**config.mk**
```make
export PLATFORM = sky130hd
export DESIGN_NAME = trap_sequencer
export DESIGN_NICKNAME = d
export VERILOG_FILES = /design/src/rtl/trap_sequencer.sv
export SDC_FILE = /design/constraint.sdc
export NUM_CORES = 1
export LEC_CHECK = 0
export ABC_AREA = 1
export CAP_MARGIN = 20
export CORE_ASPECT_RATIO = 0.7
export CORE_MARGIN = 3
export CORE_UTILIZATION = 40
export DETAILED_ROUTE_END_ITERATION = 10
export GPL_TIMING_DRIVEN = 0
export PLACE_DENSITY = 0.84
export SLEW_MARGIN = 20
export SYNTH_ARGS = -nofsm -noshare
export SYNTH_HDL_FRONTEND = slang
export SYNTH_SLANG_ARGS = --single-unit
export TNS_END_PERCENT = 5
```
**constraint.sdc**
```tcl
create_clock -name i_clk -period 2.7 [get_ports i_clk]
set_input_delay 0.81 -clock i_clk [delete_from_list [all_inputs] [get_ports i_clk]]
set_output_delay 0.81 -clock i_clk [all_outputs]
set_load 0.02 [all_outputs]
```
**src/rtl/trap_sequencer.sv**
```systemverilog
// Trap sequencer: latches edge-triggered IRQs, arbitrates them against EX-stage
// exceptions, and sequences flush, vector redirect, handler residency and mret return.
module trap_sequencer #(
  parameter int unsigned NUM_IRQ  = 8,
  parameter logic [31:0] VEC_BASE = 32'h0000_0100,
  parameter int unsigned CW       = $clog2(NUM_IRQ + 1)
) (
  input  logic               i_clk,
  input  logic               i_rst_n,
  input  logic [NUM_IRQ-1:0] irq_i,
  input  logic [NUM_IRQ-1:0] irq_en_i,
  input  logic               gie_i,
  input  logic               excep_req_i,
  input  logic               mret_i,
  input  logic               stall_i,
  input  logic [31:0]        pc4save_i,
  output logic               intr_o,
  output logic               excep_o,
  output logic               flush_ID_o,
  output logic               flush_EX_o,
  output logic               redirect_o,
  output logic [31:0]        redirect_pc_o,
  output logic [CW-1:0]      cause_o,
  output logic [NUM_IRQ-1:0] irq_ack_o,
  output logic               in_handler_o,
  output logic [31:0]        epc_o
);

  localparam logic [2:0] ST_IDLE    = 3'd0;
  localparam logic [2:0] ST_FLUSH   = 3'd1;
  localparam logic [2:0] ST_SAVE    = 3'd2;
  localparam logic [2:0] ST_HANDLER = 3'd3;
  localparam logic [2:0] ST_RET     = 3'd4;

  logic [2:0]         state_q, state_d;
  logic [NUM_IRQ-1:0] irq_q, irq_d;
  logic [NUM_IRQ-1:0] pend_q, pend_d;
  logic [CW-1:0]      cause_q, cause_d;
  logic [31:0]        epc_q, epc_d;

  logic [NUM_IRQ-1:0] elig;
  logic [CW-1:0]      winner;
  logic               take_exc;
  logic               take_irq;

  // Fixed-priority arbitration: lowest eligible index wins.
  always_comb begin
    elig   = gie_i ? (pend_q & irq_en_i) : '0;
    winner = '0;
    for (int i = int'(NUM_IRQ) - 1; i >= 0; i--) begin
      if (elig[i]) winner = CW'(i);
    end
    take_exc = excep_req_i & ~stall_i;
    take_irq = (|elig) & ~stall_i;
  end

  // Ack pulses only in SAVE; an exception cause never matches a line index.
  always_comb begin
    irq_ack_o = '0;
    for (int i = 0; i < int'(NUM_IRQ); i++) begin
      irq_ack_o[i] = (state_q == ST_SAVE) && (cause_q == CW'(i));
    end
  end

  // Pending latch: a new rising edge wins over a same-cycle ack.
  always_comb begin
    irq_d  = irq_i;
    pend_d = (pend_q & ~irq_ack_o) | (irq_i & ~irq_q);
  end

  always_comb begin
    state_d       = state_q;
    cause_d       = cause_q;
    epc_d         = epc_q;
    intr_o        = 1'b0;
    excep_o       = 1'b0;
    flush_ID_o    = 1'b0;
    flush_EX_o    = 1'b0;
    redirect_o    = 1'b0;
    redirect_pc_o = 32'h0;
    in_handler_o  = 1'b0;
    case (state_q)
      ST_IDLE: begin
        if (take_exc) begin
          excep_o    = 1'b1;
          flush_ID_o = 1'b1;
          flush_EX_o = 1'b1;
          cause_d    = CW'(NUM_IRQ);
          state_d    = ST_FLUSH;
        end else if (take_irq) begin
          intr_o     = 1'b1;
          flush_ID_o = 1'b1;
          flush_EX_o = 1'b1;
          cause_d    = winner;
          state_d    = ST_FLUSH;
        end
      end
      ST_FLUSH: begin
        flush_ID_o = 1'b1;
        flush_EX_o = 1'b1;
        state_d    = ST_SAVE;
      end
      ST_SAVE: begin
        epc_d         = pc4save_i;
        redirect_o    = 1'b1;
        redirect_pc_o = VEC_BASE + (32'(cause_q) << 2);
        state_d       = ST_HANDLER;
      end
      ST_HANDLER: begin
        in_handler_o = 1'b1;
        if (take_exc) begin
          excep_o    = 1'b1;
          flush_ID_o = 1'b1;
          flush_EX_o = 1'b1;
          cause_d    = CW'(NUM_IRQ);
          state_d    = ST_FLUSH;
        end else if (mret_i && !excep_req_i) begin
          state_d = ST_RET;
        end
      end
      ST_RET: begin
        redirect_o    = 1'b1;
        redirect_pc_o = epc_q;
        flush_ID_o    = 1'b1;
        flush_EX_o    = 1'b1;
        state_d       = ST_IDLE;
      end
      default: state_d = ST_IDLE;
    endcase
  end

  always_ff @(posedge i_clk or negedge i_rst_n) begin
    if (!i_rst_n) begin
      state_q <= ST_IDLE;
      irq_q   <= '0;
      pend_q  <= '0;
      cause_q <= '0;
      epc_q   <= 32'h0;
    end else begin
      state_q <= state_d;
      irq_q   <= irq_d;
      pend_q  <= pend_d;
      cause_q <= cause_d;
      epc_q   <= epc_d;
    end
  end

  assign cause_o = cause_q;
  assign epc_o   = epc_q;

endmodule

```
==> run_results.csv, run 1 <==
group,metric,value,unit
outcome,outcome,"complete, but fails checks",
outcome,violations,"negative setup slack",
clocking,path_clk_slew,0.10,ns
drt,routed_wl,9414,um
place,dp_hpwl,6175,um
critical_path,r2r_slack,0.03,ns
worst_hold_path,min_path_cells,1,
sta,skew,0.007753,ns
sta,rsz0062_at_grt,"yes",
die,dieHeight,74.28,um
logic_synthesis,synth_area_leader_cell,"dfrtp_1",
clocking,cts_buffers,5,
global_route,antenna_found_initial,0,
clocking,cts_tree,"done",
power_and_ir_drop,max-vdd-ir-drop,0.0005266,V
die,chipWidth,103.5,um
sta,period_share,104.3,%
sta,final-setup-viol-count,1,
flow_run,max-cap-violations,0,
sta,timing.slew.headroom,54.36,%
clocking,htreeDepth,2,
worst_hold_path,hold_start,"irq_q[5]",
clocking,cts_sinks,55,
drt,post_drt_via_cell_ratio,4.854,
critical_path,cp.arrival,3.05,ns
logic_synthesis,yosysSeqAreaShare,51.67,%
finish,nets,547,
drt,routedWlPerCell,16.12,um
critical_path,crit_fanout,5,
sta,tightest_slew,0.6846,ns
sta,fmax,355.1,MHz
finish,syn2layout_area_growth,71.35,%
finish,final_area,4564,um^2
global_route,grt_max_degree,56,
drt,first_pass_iters,4,
finish,drive_gt1_share,27.18,%
clocking,clk_path_buf_depth,2,
critical_path,r2r-start,"pend_q[5]",
global_route,overflow,0,
power_and_ir_drop,pwr_density_cell,1007,nW/um^2
sta,whs,0.4301,ns
logic_synthesis,ys_ff_latch,55,
global_route,grt_pass1_vias,2820,
critical_path,crit_path_end_kind,"register",
drt,ant_nets,0,
finish,utilization,72.04,%
die,die_area,7690,um^2
place,dp.cells,537,
worst_hold_path,min_to,"pend_q[5]",
logic_synthesis,ys_top_cells_by_area,"dfrtp_1, nand2_1, inv_1",
clocking,clk_latency,0.30,ns
die,fp.coreArea,6336,um^2
logic_synthesis,synth_nets,366,
global_route,grt_pass1_wl,14210,um
logic_synthesis,syn_avg_cell_area,8.538,um^2
die,io_pins,136,
sta,drv_slew,0,
sta,hold_violations,0,
critical_path,critical_path_class,"in2reg",
place,place.gp.congestion,0.8553,
clocking,hold_buffers,0,
global_route,grt_usage,23.20,%
place,placed_cell_area,4116,um^2
critical_path,r2r_cells,19,
die,num_rows,24,
finish,antenna_cells,0,
place,port_buffers,134,
sta,setup_ws,-0.1160,ns
logic_synthesis,synth_cells,312,
sta,fin_crit,2.816,ns
power_and_ir_drop,p_leak,0.002302,uW
logic_synthesis,synth_cell_types,28,
critical_path,r2r-end,"cause_o[0]",
drt,drc,0,
logic_synthesis,syn_area,2664,um^2
finish,final_cells,584,
worst_hold_path,hold_path_class,"reg2reg",
drt,drtIter0Drc,98,
drt,vias,2835,
clocking,clockRootBuffer,"clkbuf_8",
critical_path,worst_ep_required_time,2.93,ns
logic_synthesis,yosysWarnings,0,
critical_path,startpoint_type,"input pin",
logic_synthesis,synth_top_area_share,51.67,%
die,start_util,42.04,%
==> report_power, final <==
group          internal (uW)  switching, uW  total (uW)
registers               1150            296        1440
logic                   1120           1570        2690
clock network            202            264         466
total                   2470           2120        4600
==> layout by cell type, fill, tap and decap left out, types with 2 or more instances in the layout <==
| master | netlist | layout |
|---|---|---|
| nor4_2 | 6 | 5 |
| o22ai_1 | 8 | 8 |
| nor2_2 | 2 | 2 |
| nor2_4 | 0 | 3 |
| o21ai_1 | 6 | 7 |
| dlygate4sd2_1 | 0 | 35 |
| nor2_1 | 33 | 30 |
| clkdlybuf4s50_1 | 0 | 78 |
| dfrtp_1 | 55 | 53 |
| buf_4 | 1 | 39 |
| a21oi_2 | 0 | 2 |
| o21ai_0 | 30 | 29 |
| inv_1 | 50 | 49 |
| nand2_2 | 8 | 13 |
| nand2_1 | 58 | 49 |
| buf_6 | 2 | 5 |
| inv_2 | 7 | 8 |
| nand3_4 | 1 | 3 |
| clkdlybuf4s15_1 | 0 | 4 |
| dfrtp_2 | 0 | 2 |
| nor3_1 | 3 | 2 |
| nand3_1 | 8 | 7 |
| nand3_2 | 9 | 8 |
| clkbuf_8 | 0 | 6 |
| clkbuf_1 | 2 | 2 |
| o21ai_2 | 5 | 5 |
| nand2_4 | 1 | 5 |
| clkbuf_2 | 0 | 9 |
| buf_12 | 0 | 2 |
| buf_2 | 8 | 10 |
==> synth_stat cells <==
| cell type | instances |
|---|---|
| nand2_1 | 58 |
| dfrtp_1 | 55 |
| inv_1 | 50 |
| nor2_1 | 33 |
| o21ai_0 | 30 |
| nand3_2 | 9 |
| buf_2 | 8 |
| nand2_2 | 8 |
| nand3_1 | 8 |
| o22ai_1 | 8 |
| inv_2 | 7 |
| nor4_2 | 6 |
| o21ai_1 | 6 |
| o21ai_2 | 5 |
| a21oi_1 | 3 |
| nor3_1 | 3 |
| buf_6 | 2 |
| clkbuf_1 | 2 |
| nor2_2 | 2 |
| a31oi_1 | 1 |
| buf_4 | 1 |
| inv_4 | 1 |
| nand2_4 | 1 |
| nand2_8 | 1 |
| nand3_4 | 1 |
| nand3b_1 | 1 |
| nand4_1 | 1 |
| o211ai_1 | 1 |
==> sequential cells by signal (all words and copies together), names as in the netlist <==
| register | count |
|---|---|
| state_q | 3 |
| epc_o | 32 |
| cause_o | 4 |
| irq_q | 8 |
| pend_q | 8 |
==> layout make-up <==
| type | instances | area [um^2] |
|---|---|---|
| Multi-Input combinational cell | 186 | 1096 |
| Fill cell | 530 | 1772 |
| Clock inverter | 1 | 5.005 |
| Clock buffer | 6 | 82.58 |
| Inverter | 58 | 220.2 |
| Buffer | 13 | 90.09 |
| Sequential cell | 55 | 1379 |
| Tap cell | 91 | 113.9 |
| Timing Repair Buffer | 174 | 1578 |
==> how the worst max path moves through the flow <==
stage / start / endpoint / slack, ns / cells past startpoint
detailed placement: irq_en_i[5] / flush_ID_o / -0.75 / 11
floorplan: gie_i / flush_ID_o / 0.007 / 10
finish: gie_i / cause_o[0] / -0.12 / 20
CTS: stall_i / flush_ID_o / -0.12 / 8
global placement: i_rst_n / irq_q[7] / -0.89 / 1
global route: gie_i / cause_o[0] / -0.14 / 20
==> stage by stage <==
| stage | worst slack, ns | TNS, ns | total power, uW |
|---|---|---|---|
| after floorplan | 0.006988 | 0 | 2811 |
| after global placement | -0.8872 | -51.29 | 3907 |
| after detailed placement | -0.7509 | -2.690 | 3979 |
| after CTS | -0.1215 | -0.1724 | 4498 |
| after global routing | -0.1447 | -0.2191 | 4897 |
| final | -0.1160 | -0.1160 | 4597 |
==> cells by family (layout without fill, tap and decap cells) <==
| family | after synthesis | after routing | share of synthesized area [%] |
|---|---|---|---|
| compound gates | 54 | 54 | 11.37 |
| flops | 55 | 55 | 51.67 |
| simple gates | 132 | 132 | 25.79 |
| buf+inv | 71 | 252 | 11.18 |
==> routing by layer <==
metal | track usage [%] | up-vias | wire (um)
li1 | - | 1331 | -
met1 | 29.37 | 1352 | 3808
met2 | 39.86 | 118 | 4591
met3 | 5.291 | 34 | 654
met4 | 8.997 | 0 | 360
met5 | 0 | - | 0
==> critical path, cell delays in order <==
cell and delay (ns):
buf_12 0.10, nand3_4 0.08, buf_4 0.14, buf_4 0.13, buf_4 0.12, buf_4 0.13, buf_4 0.12, buf_4 0.13
buf_4 0.13, buf_4 0.12, buf_4 0.12, buf_4 0.12, buf_4 0.12, buf_4 0.12, buf_4 0.13, nand2_4 0.07
nand2_2 0.06, nand2_2 0.09, a21oi_2 0.08, o21ai_2 0.14
==> repair_timing <==
item | CTS | global route
pin swaps | 16 | 17
cloned | 0 | 1
gates resized for setup | 87 | 50
setup endpoints to repair | 45 | 20
setup buffers | 31 | 8
hold endpoints to repair | 0 | 0
Note: power is estimated with default switching activity, not from simulation.
==> run 2, diff against run 1 <==
Settings changed: GPL_ROUTABILITY_DRIVEN from default to 0.
==> results of run 2 <==
Final layout, timing and power as in run 1 (identical DEF).
